--- src/rtl/mole_hit_detect.sv ---
// Per-mole whack-button front end: 2-FF sync, per-channel debounce, press edge detect,
// hit/miss qualification against the mole-up mask. Optional miss output: MISS_DETECT_EN.
module mole_hit_detect #(
  parameter int unsigned N_MOLES         = 8,
  parameter int unsigned DEBOUNCE_CYCLES = 500000,
  parameter int unsigned CNT_W           = 19
) (
  input  logic               clk,
  input  logic               rst,
  input  logic               game_active,
  input  logic [N_MOLES-1:0] btn_raw,
  input  logic [N_MOLES-1:0] mole_up,
  output logic [N_MOLES-1:0] btn_db,
  output logic [N_MOLES-1:0] hit_pulse,
  output logic               hit_pulse_any,
  output logic               miss_pulse_any
);

  localparam logic [CNT_W-1:0] CNT_LAST = CNT_W'(DEBOUNCE_CYCLES - 1);

  logic [N_MOLES-1:0] s1_q, s2_q;
  logic [N_MOLES-1:0] db_q, db_d;
  logic [N_MOLES-1:0] prev_q;
  logic [N_MOLES-1:0] lock_q, lock_d;
  logic [N_MOLES-1:0] hit_q, hit_d;
  logic [N_MOLES-1:0] press;
  logic [CNT_W-1:0]   cnt_q [N_MOLES];
  logic [CNT_W-1:0]   cnt_d [N_MOLES];
  logic               hit_any_q, hit_any_d;

  // Counter only advances while the synchronised level disagrees with the accepted one,
  // so any bounce back to the accepted level restarts it and it never wraps.
  always_comb begin
    db_d = db_q;
    for (int unsigned i = 0; i < N_MOLES; i++) begin
      cnt_d[i] = '0;
      if (s2_q[i] != db_q[i]) begin
        if (cnt_q[i] == CNT_LAST) begin
          db_d[i] = s2_q[i];
        end else begin
          cnt_d[i] = cnt_q[i] + 1'b1;
        end
      end
    end
  end

  always_comb begin
    press     = db_q & ~prev_q;
    hit_d     = press & mole_up & {N_MOLES{game_active}} & ~lock_q;
    hit_any_d = |hit_d;
    // A lock survives only while its mole stays up during an active round.
    lock_d    = (lock_q | hit_d) & mole_up & {N_MOLES{game_active}};
  end

  always_ff @(posedge clk or posedge rst) begin
    if (rst) begin
      s1_q      <= '0;
      s2_q      <= '0;
      db_q      <= '0;
      prev_q    <= '0;
      lock_q    <= '0;
      hit_q     <= '0;
      hit_any_q <= 1'b0;
      for (int unsigned i = 0; i < N_MOLES; i++) begin
        cnt_q[i] <= '0;
      end
    end else begin
      s1_q      <= btn_raw;
      s2_q      <= s1_q;
      db_q      <= db_d;
      prev_q    <= db_q;
      lock_q    <= lock_d;
      hit_q     <= hit_d;
      hit_any_q <= hit_any_d;
      for (int unsigned i = 0; i < N_MOLES; i++) begin
        cnt_q[i] <= cnt_d[i];
      end
    end
  end

`ifdef MISS_DETECT_EN
  logic miss_q, miss_d;

  always_comb begin
    miss_d = game_active & (|(press & ~mole_up & ~lock_q));
  end

  always_ff @(posedge clk or posedge rst) begin
    if (rst) begin
      miss_q <= 1'b0;
    end else begin
      miss_q <= miss_d;
    end
  end

  assign miss_pulse_any = miss_q;
`else
  assign miss_pulse_any = 1'b0;
`endif

  assign btn_db        = db_q;
  assign hit_pulse     = hit_q;
  assign hit_pulse_any = hit_any_q;

endmodule

--- config.mk ---
export PLATFORM = sky130hd
export DESIGN_NAME = mole_hit_detect
export DESIGN_NICKNAME = d
export VERILOG_FILES = /design/src/rtl/mole_hit_detect.sv
export SDC_FILE = /design/constraint.sdc
export NUM_CORES = 1
export LEC_CHECK = 0
export CAP_MARGIN = 20
export CORE_MARGIN = 2
export CORE_UTILIZATION = 50
export DETAILED_ROUTE_END_ITERATION = 8
export PLACE_DENSITY_LB_ADDON = 0.05
export SLEW_MARGIN = 15
export SYNTH_ARGS = -nofsm -noshare
export SYNTH_HDL_FRONTEND = slang
export SYNTH_SLANG_ARGS = --single-unit
--- constraint.sdc ---
create_clock -name clk -period 7.62 [get_ports clk]
set_input_delay 1.524 -clock clk [delete_from_list [all_inputs] [get_ports clk]]
set_output_delay 1.524 -clock clk [all_outputs]
set_load 0.1 [all_outputs]
-- Yosys cells after proc, flatten, opt, wreduce, memory -nomap -nowiden
Cells that the tools add are included.
- equal/unequal tests: 16
- bitwise operators: 9
- mux-type cells: 16
- reduce and logical (&&, ||, !) cells: 9
- $add $sub $neg: 8
- operators by type and width (kind ; count):
    19-bit 2-to-1 mux ; 16
    19-bit by 1-bit adder with 19-bit output (second input constant) ; 8
    19-bit == test (second input constant) ; 8
    8-bit AND ; 6
    8-bit inverter ; 2
    2-bit AND reduction ; 8
    1-bit inequality test ; 8
    8-bit bitwise OR ; 1
    8-bit OR reduction ; 1
- input port bits: 19
- logic and storage cells: 80
- output and inout bits: 18
- bits in registers: 201

-- Logic depth before layout (Yosys ltp)
Gate-level depths: netlist (run 1).
- depth after elaboration: 8
- gate-level depth with buffers: 7
- depth with buffers taken out: 5

-- Least setup slack after synthesis (run 1)
Ideal clock, no wire load.
- path type: register to output
- from: register db_q[7], in the netlist btn_db[7]
- to: output port btn_db[7]
- buffers on the path: 0
- required time: 6.096 ns
- stages on the path, launching flop included: 1
- slack: 5.139 ns
- arrival: 0.957 ns
- path through: dfrtp_1
- RTL lines (item ; line ; source):
    from (decl) ; 22 ; logic [N_MOLES-1:0] db_q, db_d;
    from (signal assigned) ; 59 ; db_q <= '0;
    from (signal assigned) ; 70 ; db_q <= db_d;
    to (decl) ; 13 ; output logic [N_MOLES-1:0] btn_db,
No word-level cell between the ends.

-- Worst setup path after layout (run 1)
- from: register db_q[3], in the netlist btn_db[3]
- to: output port btn_db[3]
No word-level cell between the ends.

==> results by group, run 1 <==
Status
  – Status: complete, but fails checks
  – Failing checks: design-rule violations

CTS
  – Clock buffer count from CTS: 23
  – Post-CTS Setup Inserts: 0
  – Clock Latency Late Sink: 0.50 ns
  – CTS sink cnt: 201
  – Max clock buf depth: 3
  – H-tree Lvls: 1
  – Clock-pin slew on the worst setup and hold paths: 0.06 ns
  – Post-CTS Hold Buffers: 0
  – CTS tree: done
  – Post_cts resized: 0
  – CTS root buffer: clkbuf_16

Die
  – DIE WIDTH: 140 µm
  – Core footprint: 0.0181 mm²
  – Row count: 49
  – # IOs: 37
  – Initial Util: 51.2%
  – Vert. Die Dim: 140 µm
  – Die area: 0.0196 mm²

Pwr
  – Combinational fraction of design power: 3.3%
  – P_int: 1.77 mW
  – VDD IR max: 0.000161 V
  – P per Cell Area: 214 mW/mm²
  – Power, Total: 2.26 mW
  – Net Sw Frac: 21.7%
  – Pleak: 4.19 nW
  – Power share of the clock group: 48.3%
  – Seq pwr share: 48.4%
  – Switching Power: 0.490 mW

Synth
  – Avg Cell Area, Syn: 10.3 µm²
  – Sequential-to-total area share from yosys stat: 54.3%
  – Largest family of logic cells by synthesized area: simple AND/OR/NAND/NOR gates
  – Synth Area in Compound Gates: 5.81%
  – Mux contribution to synthesized area: 0.972%
  – Flops & latches, synth: 201
  – Post-synth cell types: 47
  – Adder-Cell Fraction of Synth Area: 1.08%
  – Mapped cell area: 0.00926 mm²
  – Mapped Nets: 928
  – Syn. warnings: 0
  – Cell count after synthesis: 901
  – Post-synth EDFFs: 0
  – Synth Flop Type: dfrtp_1
  – Ys async rst share: 100%
  – Synth Area in Simple Gates: 24.8%
  – Post-synthesis xor/xnor area fraction: 10.4%

Cells and area
  – Final std cells w/o fill: 1,192
  – Fin area: 0.0106 mm²
  – Net count, final: 975
  – Commonest non-fill, non-tap cell in the layout: dfrtp_1
  – Diode count: 0
  – Layout cells sized above 1: 8.41%
  – Commonest non-fill, non-tap cells in the layout: dfrtp_1 (201), nor2_1 (143), xnor2_1 (83), nand2_1 (55), nand3_1 (47)
  – Layout Utilization: 58.6%
  – Area grow syn2layout: 14.4%

Drt
  – Wire per inst: 15.1 µm
  – DRC: 4
  – Routed WL: 18,000 µm
  – Router iterations before antenna repair: 6
  – Number of routed nets with antenna violations: 0
  – Vias post-DR: 6,676
  – Drt via density: 5.60
  – Initial drt markers: 324

STA
  – RSZ-0062 raised after global routing: no
  – Clock skew: 0.0103 ns
  – Slew @ Worst Pin: 0.983 ns
  – Fin. Hold Viols: 0
  – Relative max-transition margin: 34.3%
  – Fin. max-slew vios: 0
  – Minimum clock period: 3.71 ns
  – TNS Setup: 0 ns
  – Setup violations, final: 0
  – Period utilization: 48.6%
  – F_max: 270 MHz

Worst setup path
  – Worst-path fanout max: 6
  – Element type at the critical path end: output pin
  – CP startpoint kind: flip-flop
  – Crit path buf inv count: 1
  – Slowest stage delay, CP: 1.19 ns
  – CP top delay family: buffers and inverters
  – Critical path cell sequence: clkdlybuf4s50_1
  – Setup CP Type: flip-flop to output pin
  – CP arrival: 2.18 ns
  – Critical path required time: 6.10 ns
  – Crit-path slowest cell: clkdlybuf4s50_1

Global route
  – Residual overflow from global routing: 0
  – First-pass GRT wire length: 31,000 µm
  – Largest net degree at the start of global routing: 139
  – GRT Total Usage: 18.7%
  – Antenna violations before repair: 0
  – Vias in the first global route: 6,554

Placement
  – Port Buffers: 35
  – Dpl cells: 1,152
  – Routability cong.: 0.844
  – Placed Area: 0.00984 mm²
  – HPWL after detailed placement: 11,900 µm

Run
  – Max-cap check violation count: 0

Worst hold path
  – Hold WC Path Type: flip-flop to flip-flop
-- layer usage --
layer / global-route usage, % / up-vias / part of all wire (%)
li1: - / 3249 / -
met1: 26.1 / 3260 / 47
met2: 30.2 / 127 / 46
met3: 3.11 / 40 / 3.9
met4: 6.33 / 0 / 2.6
met5: 0 / - / 0
-- final cells by class --
type,count,area (µm²)
repair buffers,38,377
inverters,39,154
clock inverters,9,98.8
clock buffers,31,656
fillers,1498,7490
flip-flops and latches,201,5030
well taps,229,287
multi-input cells,645,3990
-- Yosys cell counts (all sizes together), types with 7 or more instances --
| cell | instances | area [µm²] |
|---|---|---|
| dfrtp | 201 | 5030 |
| nor2 | 143 | 537 |
| xnor2 | 83 | 727 |
| nand2 | 55 | 206 |
| nand3 | 47 | 235 |
| a21oi | 42 | 210 |
| inv | 39 | 146 |
| nand4 | 31 | 206 |
| nor3 | 27 | 135 |
| xor2 | 27 | 236 |
| nor4 | 26 | 163 |
| o21ai | 25 | 185 |
| or3 | 25 | 160 |
| or4 | 22 | 184 |
| nor4b | 12 | 105 |
| o31ai | 10 | 80.1 |
| or4b | 10 | 100 |
| and2 | 9 | 56.3 |
| buf | 8 | 62.6 |
| clkbuf | 8 | 31.3 |
| ha | 8 | 100 |
| mux2 | 8 | 90.1 |
| or2 | 7 | 43.8 |
-- power groups by stage --
stage                     Clock, mW  Combinational (mW)  Sequential, mW
after global routing           1.17              0.0866            1.10
final                          1.09              0.0736            1.10
after CTS                      1.13              0.0763            1.10
after floorplan                   0              0.0530            1.11
after global placement            0              0.0730            1.11
after detailed placement          0              0.0760            1.11
-- kinds of logic after synthesis --
family,Yosys count
simple gates,434
flops,201
xor+xnor,110
compound gates,84
buf+inv,55
fa+ha+maj,8
mux,8
other cells,1
-- final timing paths --
path | from | end | slack (ns) | cells past startpoint
worst max-delay path | btn_db[3] | btn_db[3] | 3.91 | 1
worst min-delay path | s1_q[7] | s2_q[7] | 0.34 | 0
worst max register to register | cnt_q[95] | cnt_q[113] | 5.35 | 5
worst min register to register | s1_q[7] | s2_q[7] | 0.34 | 0
max in group asynchronous | rst | cnt_q[3] | 4.59 | 3
min in group asynchronous | rst | cnt_q[146] | 1.61 | 2
-- flip-flops by register name, indices dropped and copies added, names as in the netlist --
register       cells
btn_db             8
cnt_q            152
hit_pulse          8
hit_pulse_any      1
lock_q             8
prev_q             8
s1_q               8
s2_q               8
-- per-stage QoR --
step	setup slack, ns	hold WS (ns)
global route	3.84	0.358
finish	3.91	0.344
floorplan	0.614	0.331
global placement	3.99	0.333
detailed placement	3.96	0.336
CTS	3.89	0.346
-- worst register-to-register path, cell delays in order, from the launching register on --
cell,delay (ns)
dfrtp_1,0.40
ha_1,0.22
nand4_1,0.44
nor2_1,0.35
or4b_2,0.62
a21oi_1,0.16
No activity file was read; power rests on OpenSTA's default activity.
==> inputs of run 2 (changes only) <==
==> constraint.sdc (replaced) <==
create_clock -name clk -period 3.32 [get_ports clk]
set_input_delay 0.664 -clock clk [delete_from_list [all_inputs] [get_ports clk]]
set_output_delay 0.664 -clock clk [all_outputs]
set_load 0.1 [all_outputs]
==> run 2 against run 1 <==
Against the previous run:
- the flow still finishes with violations (design-rule violations)
- clock power is 120% higher
- first-iteration DRC count increased by 11%
- cell area is 0.12% lower
- total power increased by 120%
- worst hold slack improved by 0.0033 ns
- clock skew fell by 0.0029 ns
- non-clock buffer count grew 4
- final cell count is 0.42% higher
- sequential cell count is the same
- sequential power up 130%
- highest routed layer unchanged
==> results by group, run 2 (synthesized netlist as in run 1, its figures left out) <==
Global route
  – Largest net degree at the start of global routing: 60
  – Residual overflow from global routing: 0
  – GRT Total Usage: 19.0%
  – Antenna violations before repair: 2
  – Vias in the first global route: 6,528
  – First-pass GRT wire length: 31,400 µm

CTS
  – Clock Latency Late Sink: 0.49 ns
  – Post-CTS Setup Inserts: 0
  – Post-CTS Hold Buffers: 0
  – Max clock buf depth: 3
  – CTS tree: done
  – H-tree Lvls: 1
  – Clock buffer count from CTS: 22
  – Post_cts resized: 0
  – Clock-pin slew on the worst setup and hold paths: 0.06 ns
  – CTS root buffer: clkbuf_16
  – CTS sink cnt: 201

Status
  – Status: complete, but fails checks
  – Failing checks: design-rule violations

Cells and area
  – Net count, final: 978
  – Commonest non-fill, non-tap cells in the layout: dfrtp_1 (201), nor2_1 (143), xnor2_1 (83), nand2_1 (55), nand3_1 (47)
  – Max reg flops: 152
  – Layout cells sized above 1: 10.4%
  – Top reg by flops: cnt_q
  – Fin area: 0.0106 mm²
  – Area grow syn2layout: 14.2%
  – # fillers: 1,507
  – Commonest non-fill, non-tap cell in the layout: dfrtp_1

Worst setup path
  – RR Startpoint: cnt_q[11]
  – Critical path required time: 3.68 ns
  – Worst-path fanout max: 18
  – Element type at the critical path end: flip-flop
  – R2R Setup Slk: 1.11 ns
  – CP arrival: 2.57 ns
  – CP startpoint: cnt_q[11]
  – CP startpoint kind: flip-flop
  – Setup CP Type: flip-flop to flip-flop

Die
  – DIE WIDTH: 140 µm
  – Core footprint: 0.0181 mm²
  – Vert. Die Dim: 140 µm
  – Row count: 49
  – Initial Util: 51.2%
  – Die area: 0.0196 mm²
  – # IOs: 37

STA
  – F_max: 453 MHz
  – Fin. max-slew vios: 0
  – Period utilization: 66.5%
  – Clock skew: 0.00743 ns
  – RSZ-0062 raised after global routing: no
  – Setup violations, final: 0
  – Minimum clock period: 2.21 ns
  – Fin. Hold Viols: 0
  – TNS Setup: 0 ns
  – Relative max-transition margin: 51.6%
  – Slew @ Worst Pin: 0.726 ns

Worst hold path
  – Hold WC Path Type: flip-flop to flip-flop
  – Hold Path Origin: s1_q[6]

Drt
  – Met3 WL post-DR: 765 µm
  – DRC: 6
  – Metal-1 WL: 8710 µm
  – Highest Signal Layer: met4
  – Wire per inst: 15.1 µm
  – Routed WL: 18,100 µm
  – Initial drt markers: 360
  – Met2 wire length: 8220 µm
  – Drt via density: 5.53
  – Number of routed nets with antenna violations: 0
  – Router iterations before antenna repair: 9
  – Vias post-DR: 6,623

Placement
  – Port Buffers: 35
  – Routability cong.: 0.818
  – Placed Area: 0.00986 mm²
  – HPWL after detailed placement: 12,400 µm

Pwr
  – P per Cell Area: 480 mW/mm²
  – VDD IR max: 0.000452 V
  – Pleak: 4.24 nW

Run
  – Max-cap check violation count: 0
run 2: metrics by stage:
stage                     hold WS (ns)  util (%)  total power [mW]  std cells  setup WS, ns
final                            0.347      58.5              5.08       1197          1.11
after global routing             0.356      58.5              5.28       1195         0.969
after CTS                        0.349      58.5              5.15       1195          1.10
after detailed placement         0.336      54.5              2.74       1156          1.06
after global placement           0.332      54.5              2.73       1156          1.08
after floorplan                  0.331         -              2.67        901        0.0537
run 2: where the power goes:
group / switching [mW] / leakage, nW / internal [mW]
registers: 0.0297 / 2.75 / 2.48
clock network: 0.945 / 0.362 / 1.45
logic: 0.116 / 1.12 / 0.0589
total: 1.09 / 4.24 / 3.99
run 2: worst max-delay path: stages, from the launching register on:
cell,delay [ns]
dfrtp_1,0.44
or4b_1,0.54
or4_4,0.57
o21ai_4,0.42
nor2_1,0.11
run 2: layout make-up:
type	instances	area, µm²	area share, %
clock inverters	7	60.1	0.568
well taps	229	287	2.71
multi-input cells	645	3990	37.7
inverters	39	150	1.42
clock buffers	32	659	6.23
flip-flops and latches	201	5030	47.5
repair buffers	42	398	3.76
diodes	2	5.00	0.0473
run 2: path summary, 6_finish.rpt:
kind                            depth (start not counted)        end
worst max-delay path                                    4  cnt_q[12]
worst min-delay path                                    0    s2_q[6]
worst max register to register                          4  cnt_q[12]
worst min register to register                          0    s2_q[6]
max in group asynchronous                               3  cnt_q[71]
min in group asynchronous                               2    s1_q[7]
run 2: routing by layer:
layer	global-route usage, %	up-vias
li1	-	3255
met1	27.8	3240
met2	29.6	104
met3	3.35	24
met4	4.73	0
met5	0	-
==> inputs of run 3 (changes only) <==
==> constraint.sdc (replaced) <==
create_clock -name clk -period 2.3 [get_ports clk]
set_input_delay 0.46 -clock clk [delete_from_list [all_inputs] [get_ports clk]]
set_output_delay 0.46 -clock clk [all_outputs]
set_load 0.1 [all_outputs]
==> run 3 against run 2 <==
Against the previous run:
- clock power increased by 63%
- critical path depth did not move
- worst setup slack lost 0.89 ns
- first-iteration DRC count increased by 2.2%
- highest routed layer unchanged
- utilization increased by 1.7 points
- register-to-register slack worse by 0.89 ns
- clock skew rose by 0.00087 ns
- the flow still finishes with violations (design-rule violations)
==> results by group, run 3 (synthesized netlist as in run 1, its figures left out) <==
Status
  – Status: complete, but fails checks
  – Failing checks: design-rule violations

Global route
  – First-pass GRT wire length: 31,500 µm
  – Antenna violations before repair: 0
  – Largest net degree at the start of global routing: 55
  – Residual overflow from global routing: 0
  – GRT Total Usage: 19.0%
  – Vias in the first global route: 6,610

Die
  – # IOs: 37
  – Row count: 49
  – Initial Util: 51.2%
  – Vert. Die Dim: 140 µm
  – Core footprint: 0.0181 mm²
  – Die area: 0.0196 mm²
  – DIE WIDTH: 140 µm

Placement
  – Routability cong.: 0.855
  – Port Buffers: 35
  – HPWL after detailed placement: 12,300 µm

Cells and area
  – Layout Utilization: 60.3%
  – Max reg flops: 152
  – Area grow syn2layout: 17.6%
  – Diode count: 0
  – Commonest non-fill, non-tap cell in the layout: dfrtp_1
  – Storage cell area: 0.00503 mm²
  – Layout cells sized above 1: 13.0%
  – Top reg by flops: cnt_q
  – # fillers: 1,465
  – Commonest non-fill, non-tap cells in the layout: dfrtp_1 (201), nor2_1 (143), xnor2_1 (83), nand2_1 (55), nand3_1 (47)
  – Multi-input logic area: 0.00399 mm²
  – Net count, final: 1,004

STA
  – RSZ-0062 raised after global routing: no
  – Period utilization: 90.3%
  – Relative max-transition margin: 59.5%
  – Minimum clock period: 2.08 ns
  – F_max: 481 MHz
  – Clock skew: 0.00830 ns
  – Fin. max-slew vios: 0
  – Setup violations, final: 0
  – Hold_ws: 0.329 ns
  – Slew @ Worst Pin: 0.599 ns
  – Fin. Hold Viols: 0

Drt
  – Drt via density: 5.48
  – Vias post-DR: 6,691
  – Initial drt markers: 368
  – Router iterations before antenna repair: 7
  – Routed WL: 18,000 µm
  – Wire per inst: 14.7 µm
  – Number of routed nets with antenna violations: 0
  – DRC: 3

Worst setup path
  – Element type at the critical path end: flip-flop
  – RR Startpoint: cnt_q[11]
  – Setup CP Type: flip-flop to flip-flop
  – CP startpoint kind: flip-flop
  – Reg2Reg Depth: 4
  – Worst R2R End: btn_db[7]
  – CP startpoint: cnt_q[11]
  – CP arrival: 2.46 ns
  – R2R Setup Slk: 0.22 ns
  – CP endpoint: btn_db[7]
  – Worst-path fanout max: 6
  – Critical path required time: 2.68 ns

Pwr
  – Power, Total: 7.80 mW
  – Pleak: 4.41 nW
  – VDD IR max: 0.000973 V
  – P per Cell Area: 716 mW/mm²

CTS
  – Max clock buf depth: 3
  – CTS root buffer: clkbuf_16
  – Post-CTS Setup Inserts: 0
  – Clock-pin slew on the worst setup and hold paths: 0.06 ns
  – CTS sink cnt: 201
  – CTS tree: done
  – H-tree Lvls: 1
  – Post-CTS Hold Buffers: 0
  – Clock buffer count from CTS: 23
  – Post_cts resized: 0
  – Clock Latency Late Sink: 0.50 ns

Worst hold path
  – Hold WC Path Type: primary input to async pin

Run
  – Max-cap check violation count: 0
## run 3: metrics by stage
stage	cell area [µm²]	worst slack, ns	TNS, ns	cells
6_report	10900	0.223	0	1222
5_1_grt	10900	0.128	0	1222
4_1_cts	10900	0.217	0	1222
3_5_place_dp	10100	0.0597	0	1181
3_3_place_gp	10100	0.0859	0	1181
2_1_floorplan	9270	-0.762	-153.23	901
## run 3: layout make-up
cell class / count / share of cell area [%]
clock inverter: 9 / 1.35
clock buffer: 32 / 6.23
sequential: 201 / 46.2
tap: 229 / 2.63
inverter: 39 / 1.38
timing repair buffer: 67 / 5.60
multi-input combinational: 645 / 36.6
## run 3: report_power, final
| part | switching (mW) | internal (mW) |
|---|---|---|
| registers | 0.0437 | 3.59 |
| logic | 0.175 | 0.102 |
| clock network | 1.40 | 2.50 |
| total | 1.62 | 6.19 |
## run 3: how the worst min path moves through the flow
stage	start	endpoint	slack, ns
after CTS	rst	lock_q[7]	0.32
after global routing	s1_q[3]	s2_q[3]	0.35
after floorplan	s1_q[0]	s2_q[0]	0.33
after global placement	s1_q[2]	s2_q[2]	0.34
after detailed placement	s1_q[7]	s2_q[7]	0.33
final	rst	lock_q[7]	0.33
## run 3: worst max-delay path: stages (launching register included)
cell and delay, ns:
dfrtp_1 0.43, or4b_1 0.53, or4_4 0.57, nor2_1 0.11, mux2_2 0.33
## run 3: metal layers
layer  GRT usage (%)  up-vias  wire length [µm]
met2            30.7      126              8450
met4            5.32        0               432
met1            26.9     3229              8380
li1                -     3306                 -
met5               0        -                 0
met3            2.87       30               689
